**config.mk**
```make
export PLATFORM = sky130hd
export DESIGN_NAME = ws2812_encoder
export DESIGN_NICKNAME = d
export VERILOG_FILES = /design/src/rtl/ws2812_encoder.sv
export SDC_FILE = /design/constraint.sdc
export NUM_CORES = 1
export LEC_CHECK = 0
export ABC_AREA = 1
export CAP_MARGIN = 20
export CORE_UTILIZATION = 40
export DETAILED_ROUTE_END_ITERATION = 7
export PLACE_DENSITY = 0.59
export SYNTH_ARGS = -nofsm -noshare
export SYNTH_HDL_FRONTEND = slang
export SYNTH_SLANG_ARGS = --single-unit
```
**constraint.sdc**
```tcl
create_clock -name clk_i -period 2.8 [get_ports clk_i]
set_clock_uncertainty 0.05 [all_clocks]
set_input_delay 0.56 -clock clk_i [delete_from_list [all_inputs] [get_ports clk_i]]
set_output_delay 0.56 -clock clk_i [all_outputs]
set_load 0.05 [all_outputs]
```
**src/rtl/ws2812_encoder.sv**
```systemverilog
// One-wire NeoPixel serial encoder: takes 24-bit pixel words on valid/ready and
// emits MSB-first duty-coded bit periods, then the latch low interval.
module ws2812_encoder #(
    parameter int unsigned T0H_CNT = 20,
    parameter int unsigned T1H_CNT = 40,
    parameter int unsigned BIT_CNT = 63,
    parameter int unsigned RST_CNT = 2500
) (
    input  logic        clk_i,
    input  logic        rst_i,
    input  logic [23:0] data_i,
    input  logic        data_last_i,
    input  logic        data_valid_i,
    output logic        data_ready_o,
    output logic        dout_o,
    output logic        busy_o,
    output logic        done_o,
    output logic        underrun_o
);

    localparam int unsigned PIX_W   = 24;
    localparam int unsigned IDX_W   = 5;
    localparam int unsigned CNT_MAX = (BIT_CNT > RST_CNT) ? BIT_CNT : RST_CNT;
    localparam int unsigned CNT_W   = $clog2(CNT_MAX + 1);

    typedef enum logic [1:0] {
        IDLE  = 2'd0,
        SHIFT = 2'd1,
        LATCH = 2'd2
    } state_t;

    state_t             state_q,    state_d;
    logic [PIX_W-1:0]   sr_q,       sr_d;
    logic               last_q,     last_d;
    logic [IDX_W-1:0]   bit_idx_q,  bit_idx_d;
    logic [CNT_W-1:0]   cnt_q,      cnt_d;
    logic               dout_q,     dout_d;
    logic               busy_q,     busy_d;
    logic               ready_q,    ready_d;
    logic               done_q,     done_d;
    logic               underrun_q, underrun_d;

    logic               xfer;
    logic               bit_end;
    logic               word_end;

    // Ready is held registered but must drop the moment reset is asserted.
    assign data_ready_o = ready_q & ~rst_i;
    assign dout_o       = dout_q;
    assign busy_o       = busy_q;
    assign done_o       = done_q;
    assign underrun_o   = underrun_q;

    assign xfer     = data_valid_i & data_ready_o;
    assign bit_end  = (cnt_q == CNT_W'(BIT_CNT - 1));
    assign word_end = bit_end && (bit_idx_q == IDX_W'(PIX_W - 1));

    always_ff @(posedge clk_i) begin
        if (rst_i) begin
            state_q    <= IDLE;
            sr_q       <= '0;
            last_q     <= 1'b0;
            bit_idx_q  <= '0;
            cnt_q      <= '0;
            dout_q     <= 1'b0;
            busy_q     <= 1'b0;
            ready_q    <= 1'b1;
            done_q     <= 1'b0;
            underrun_q <= 1'b0;
        end else begin
            state_q    <= state_d;
            sr_q       <= sr_d;
            last_q     <= last_d;
            bit_idx_q  <= bit_idx_d;
            cnt_q      <= cnt_d;
            dout_q     <= dout_d;
            busy_q     <= busy_d;
            ready_q    <= ready_d;
            done_q     <= done_d;
            underrun_q <= underrun_d;
        end
    end

    // Next-state logic; registered outputs are derived from the next-state values
    // so each output register describes the cycle the state registers describe.
    always_comb begin
        state_d    = state_q;
        sr_d       = sr_q;
        last_d     = last_q;
        bit_idx_d  = bit_idx_q;
        cnt_d      = cnt_q;
        done_d     = 1'b0;
        underrun_d = 1'b0;

        unique case (state_q)
            IDLE: begin
                if (xfer) begin
                    state_d   = SHIFT;
                    sr_d      = data_i;
                    last_d    = data_last_i;
                    bit_idx_d = '0;
                    cnt_d     = '0;
                end
            end
            SHIFT: begin
                if (!bit_end) begin
                    cnt_d = cnt_q + CNT_W'(1);
                end else if (!word_end) begin
                    cnt_d     = '0;
                    sr_d      = {sr_q[PIX_W-2:0], 1'b0};
                    bit_idx_d = bit_idx_q + IDX_W'(1);
                end else if (last_q) begin
                    state_d   = LATCH;
                    cnt_d     = '0;
                    bit_idx_d = '0;
                end else if (xfer) begin
                    sr_d      = data_i;
                    last_d    = data_last_i;
                    bit_idx_d = '0;
                    cnt_d     = '0;
                end else begin
                    state_d    = LATCH;
                    cnt_d      = '0;
                    bit_idx_d  = '0;
                    underrun_d = 1'b1;
                end
            end
            LATCH: begin
                if (cnt_q == CNT_W'(RST_CNT - 1)) begin
                    state_d = IDLE;
                    cnt_d   = '0;
                    done_d  = 1'b1;
                end else begin
                    cnt_d = cnt_q + CNT_W'(1);
                end
            end
            default: begin
                state_d = IDLE;
                cnt_d   = '0;
            end
        endcase

        dout_d  = (state_d == SHIFT) &&
                  (cnt_d < (sr_d[PIX_W-1] ? CNT_W'(T1H_CNT) : CNT_W'(T0H_CNT)));
        busy_d  = (state_d != IDLE);
        ready_d = (state_d == IDLE) ||
                  ((state_d == SHIFT) && (cnt_d == CNT_W'(BIT_CNT - 1)) &&
                   (bit_idx_d == IDX_W'(PIX_W - 1)) && !last_d);
    end

endmodule
```
# Yosys cells after proc, flatten, opt, wreduce, memory -nomap -nowiden
# Cells that the tools add are included.
[word_totals]
reg_bits = 49
input_bits = 28
output_inout_bits = 5
word_cells = 74
[op_classes]
add_sub_neg = 2
order_cmp = 1
eq_ne = 10
muxes = 29
bitwise_logic = 7
n_reduce_logical = 14
[ops]
columns = ["cell", "count"]
rows = [
  ["$mux W24", 4],
  ["$pmux W24 S2", 1],
  ["$mux W12", 3],
  ["$pmux W12 S3", 1],
  ["$eq A12 B6 Y1 const B", 2],
  ["$mux W5", 3],
  ["$add A12 B1 Y12 const B", 1],
  ["$eq A12 B12 Y1 const B", 1],
  ["$lt A12 B6 Y1", 1],
  ["$mux W2", 6],
  ["$eq A5 B5 Y1 const B", 2],
  ["$pmux W5 S2", 1],
  ["$mux W1", 7],
  ["$mux W6", 1],
  ["$pmux W2 S3", 1],
  ["$add A5 B1 Y5 const B", 1],
  ["$logic_and A1 B1 Y1", 5],
  ["$not A1 Y1", 5],
  ["$reduce_or A5 Y1", 1],
  ["$eq A2 B1 Y1 const B", 2],
  ["$logic_not A2 Y1", 2],
  ["$reduce_bool A2 Y1", 2],
  ["$ne A3 B3 Y1 const B", 1],
  ["$reduce_and A3 Y1", 1],
  ["7 further kinds", 8],
]

# Depth between registers and ports, before layout
# Gate-level depths: netlist of run 1.
[depth]
depth_word = 13
ltp_mapped = 18
depth_no_buf = 18

# Worst setup path after synthesis of run 1
# Ideal clock, no wire load.
[synth_path]
kind = "input-to-reg"
start = "in rst_i"
end = "reg dout_q (netlist: dout_o)"
setup_time_ns = 0.070
arrival_ns = 2.641
required_time_ns = 2.680
slack_ns = 0.039
stages = 15
n_path_buf = 2
path_cell_list = "buf_2 nor2_2 nand2_1 buf_2 nand2_2 inv_1 a21oi_1 nand2_1 nand2_1 ha_1 nand2_1 inv_1 nor3_1 nand3_1 a21oi_1"
[synth_between]
elab_chain_cells = 11
elab_cells_between_ends = 20
classes_between = "1 x order compare; 1 x eq/ne; 14 x mux; 3 x bitwise; 1 x reduce/logical"
[synth_rtl]
columns = ["element", "line_no", "text"]
rows = [
  ["start: declaration", "10", "input logic rst_i,"],
  ["$not A1 Y1 (*)", "48", "assign data_ready_o = ready_q & ~rst_i;"],
  ["$and A1 B1 Y1 (*)", "48", ""],
  ["via data_ready_o", "14", "output logic data_ready_o,"],
  ["$and A1 B1 Y1 (*)", "54", "assign xfer = data_valid_i & data_ready_o;"],
  ["$mux W24", "97, 116", ""],
  ["$mux W24", "112", "end else if (last_q) begin"],
  ["$mux W24", "108", "end else if (!word_end) begin"],
  ["$mux W24", "106", "if (!bit_end) begin"],
  ["$pmux W24 S2", "95", "unique case (state_q)"],
  ["$mux W6", "144", "(cnt_d < (sr_d[PIX_W-1] ? CNT_W'(T1H_CNT) : CNT_W'(T0H_CNT)));"],
  ["$lt A12 B6 Y1", "144", ""],
  ["$logic_and A1 B1 Y1 (*)", "143", "dout_d = (state_d == SHIFT) &&"],
  ["end signal: assignment", "76", "dout_q <= dout_d;"],
  ["end: declaration", "37", "logic dout_q, dout_d;"],
]
# The timed path passes the listed nets; every way through them passes the cells marked *. The select of a mux whose other input is x is not followed.
# A chain may end at the register's enable or synchronous reset.

# Worst setup path after layout of run 1
[layout_path]
start = "reg cnt_q[0]"
end = "reg dout_q (netlist: dout_o)"
[layout_between]
elab_chain_cells = 8
elab_cells_between_ends = 19
classes_between = "1 x add/sub; 1 x order compare; 3 x eq/ne; 12 x mux; 2 x reduce/logical"
[layout_rtl]
columns = ["element", "line_no", "text"]
rows = [
  ["start: declaration", "36", "logic [CNT_W-1:0] cnt_q, cnt_d;"],
  ["start signal: assignment", "75", "cnt_q <= cnt_d;"],
  ["branches (longest 7 deep; another with $add A12 B1 Y12)", "-", ""],
  ["$logic_and A1 B1 Y1 (*)", "143", ""],
]
# Every way passes the cells marked *. The select of a mux whose other input is x is not followed.

==> metrics.md, run 1 <==
| Metric | Value |
|---|---|
| Cts bufs inserted | 5 |
| Sequential fraction of the synthesis area | 0.296 |
| Ys flop type | dfxtp_1 |
| Delay-heaviest family, CP | simple AND/OR/NAND/NOR gates |
| First-pass GRT wire length | 15.5 mm |
| CP max-delay cell | dfxtp_2 |
| Worst slack, placed | 40.8 ps |
| Ys async rst share | 0 |
| Most frequent cells in the layout | nand2_1 (108), inv_1 (96), nor2_1 (81) |
| Peak supply drop | 0.274 mV |
| HPWL after DPL | 7.00 mm |
| DRT Wirelength | 9.28 mm |
| Switching pwr | 489 uW |
| CP arrival | 2730 ps |
| Max Buffers Root-to-Sink | 2 |
| Min cycle time layout | 2530 ps |
| CP max stage delay | 360 ps |
| Initial DRC count | 258 |
| Post-cts sizing count | 0 |
| Sw frac | 0.296 |
| Max Freq | 395 MHz |
| Diode count | 0 |
| First-pass DRT Iterations | 5 |
| Sequential share of power | 0.455 |
| Top cell type's share of synthesized area | 0.296 |
| Syn-to-layout area delta | 20.3% |
| Critical path type | register to register |
| Cells after DPL | 689 |
| Post-layout util | 0.506 |
| Avg WL per Cell | 13.3 um |
| Via density | 5.07 |
| Die height | 93.1 um |
| Synthesis Warnings | 0 |
| Root Buffer | clkbuf_8 |
| Final Cell Area | 3990 sq um |
| DRC viols | 0 |
| Clk_lat worst skew | 300 ps |
| Synth area leaders | dfxtp_1 (30%), nand2_1 (12%), inv_1 (11%) |
| Least-Margin Pin Slew | 499 ps |
| CP cell instances | inv_1 > ha_1 > inv_1 > nor2_2 > nand3_4 > nor2_1 > nand2_1 > nand3_1 > nand2_1 > nand2_1 > nand2_1 > ha_1 > nand2_1 > inv_1 > nor3_1 > nand3_1 > a21oi_1 |
| Routed via count | 3534 |
| Core area | 7890 sq um |
| GPL Wtd Cong | 0.886 |
| H-tree level count | 2 |
| Hold/Removal Path Class | register to register |
| Die footprint | 8660 sq um |
| Crit Path Max Fanout | 6 |
| Hold buffers post-CTS | 0 |
| Commonest non-fill, non-tap cell in the layout | nand2_1 |
| Startpoint types | register |
| Initial Util | 0.421 |
| Most frequent CP cell | nand2_1 |
| Share of cells above drive strength 1 | 0.0924 |
| Number of enable flip-flop cells after synthesis | 0 |
| Ratio of final minimum period to clock period | 0.904 |
| Pin count of the biggest net entering global routing | 33 |
| Synthesized area | 3320 sq um |
| Int Power | 1.17 mW |
| Antenna violations before repair | 0 |
| Avg Inst Size Synth | 6.03 sq um |
| Leakage | 1.98 nW |
| Vias in the first global route | 3240 |
| Required @ worst endpoint | 2990 ps |
| TritonCTS clock tree | done |
| Clock share of power | 0.331 |
| Rel. slew slack | 0.667 |
| Congestion Overflow GR | 0 |
| Worst-path clk slew | 100 ps |
| GRT Util Overall | 0.226 |
| Nets | 628 |
| Pins Over Slew Limit | 0 |
| Syn_nets | 584 |
| Postcts setup bufs | 0 |
| Post-synthesis cell count | 550 |
| IO Pins | 33 |
| Finish-stage setup viols | 0 |
| Worst setup EP type | register |
| Clock sink total | 49 |
| Synth cell types | 34 |
| Routed Antenna Nets | 0 |
| Row cnt | 32 |
| CP bufs+invs | 3 |
| PD cells | 415 nW/um^2 |
| Fillers | 830 |
| RSZ-0062 raised after global routing | no |
| Max Cap Viol | 0 |
| Pwr Total | 1.66 mW |
| Number of port buffers | 32 |
| Placement Cell Area | 3860 sq um |
| Final hold vios | 0 |
| Post-synth top area cell | dfxtp_1 |
| Die width | 93.1 um |
| #FFs+latches synth | 49 |
| Worst setup margin | 268 ps |
| WHS | 438 ps |
| Outcome | finished clean |
| Final Instance Count excl. Fillers | 697 |
| Combinational Power Share | 0.214 |
| Setup TNS | 0 ps |
## path summary, 6_finish.rpt
check | depth (start not counted) | start | end | slack (ps)
min | 2 | sr_q[0] | sr_q[0] | 440
max | 17 | cnt_q[0] | dout_o | 270
min reg2reg | 2 | sr_q[0] | sr_q[0] | 440
max reg2reg | 17 | cnt_q[0] | dout_o | 270
## routing by layer
metal | up-vias | routed length (um) | global-route usage
met5 | - | 0 | 0
met4 | 0 | 139 | 0.0603
met3 | 15 | 551 | 0.0415
met2 | 118 | 3990 | 0.346
met1 | 1577 | 4590 | 0.324
li1 | 1824 | - | -
## area by class of cell
| class | instances | area [sq um] | area share |
|---|---|---|---|
| Multi-Input combinational cell | 380 | 1870 | 0.469 |
| Clock buffer | 6 | 82.6 | 0.0207 |
| Tap cell | 102 | 128 | 0.0320 |
| Inverter | 103 | 387 | 0.0968 |
| Clock inverter | 2 | 37.5 | 0.00940 |
| Sequential cell | 49 | 983 | 0.246 |
| Timing Repair Buffer | 55 | 503 | 0.126 |
## power by group through the flow
| stage | Combinational (mW) | Sequential [mW] | Clock, mW |
|---|---|---|---|
| 2_1_floorplan | 0.216 | 0.774 | 0 |
| 3_3_place_gp | 0.349 | 0.769 | 0 |
| 3_5_place_dp | 0.350 | 0.770 | 0 |
| 4_1_cts | 0.352 | 0.753 | 0.561 |
| 5_1_grt | 0.397 | 0.758 | 0.597 |
| 6_report | 0.354 | 0.754 | 0.548 |
## worst reg2reg max path: stages (launching register included)
cell and delay (ps):
dfxtp_2 360, inv_1 90, ha_1 220, inv_1 70, nor2_2 190, nand3_4 150, nor2_1 220, nand2_1 80
nand3_1 70, nand2_1 50, nand2_1 50, nand2_1 100, ha_1 320, nand2_1 70, inv_1 30, nor3_1 160
nand3_1 100, a21oi_1 110
## sequential cells by signal (all words and copies together) (netlist names)
name / cells
last_q: 1
bit_idx_q: 5
done_o: 1
state_q: 2
sr_q: 24
underrun_o: 1
cnt_q: 12
dout_o: 1
busy_o: 1
ready_q: 1
## cells in the mapped netlist (2+ instances only)
| master | count |
|---|---|
| a21oi_1 | 25 |
| a31oi_1 | 11 |
| buf_2 | 6 |
| clkbuf_1 | 10 |
| dfxtp_1 | 49 |
| ha_1 | 6 |
| inv_1 | 96 |
| inv_2 | 6 |
| mux2i_1 | 2 |
| nand2_1 | 108 |
| nand2_2 | 4 |
| nand3_1 | 47 |
| nand3b_1 | 3 |
| nand4_1 | 5 |
| nor2_1 | 82 |
| nor2_2 | 3 |
| nor2_4 | 2 |
| nor3_1 | 9 |
| o2111ai_1 | 2 |
| o211ai_1 | 4 |
| o21ai_0 | 42 |
| o21ai_1 | 10 |
| xor2_1 | 7 |
## kinds of logic after synthesis
logic type	after synthesis	share of synthesized area
AOI/OAI and AO/OA	98	0.164
DFF	49	0.296
and+or+nand+nor	267	0.351
xor gates and xnor gates	7	0.0185
buffers and inverters	121	0.143
adders and majority gates	6	0.0226
muxes	2	0.00603
Power figures use the tool's default switching activity.
==> run 2, diff against run 1 <==
--- a/config.mk
+++ b/config.mk
@@ -9,6 +9,7 @@
 export CAP_MARGIN = 20
 export CORE_UTILIZATION = 40
 export DETAILED_ROUTE_END_ITERATION = 7
+export GPL_ROUTABILITY_DRIVEN = 0
 export PLACE_DENSITY = 0.59
 export SYNTH_ARGS = -nofsm -noshare
 export SYNTH_HDL_FRONTEND = slang
==> results of run 2 <==
The final DEF is identical to that of run 1; final timing and power are the same.
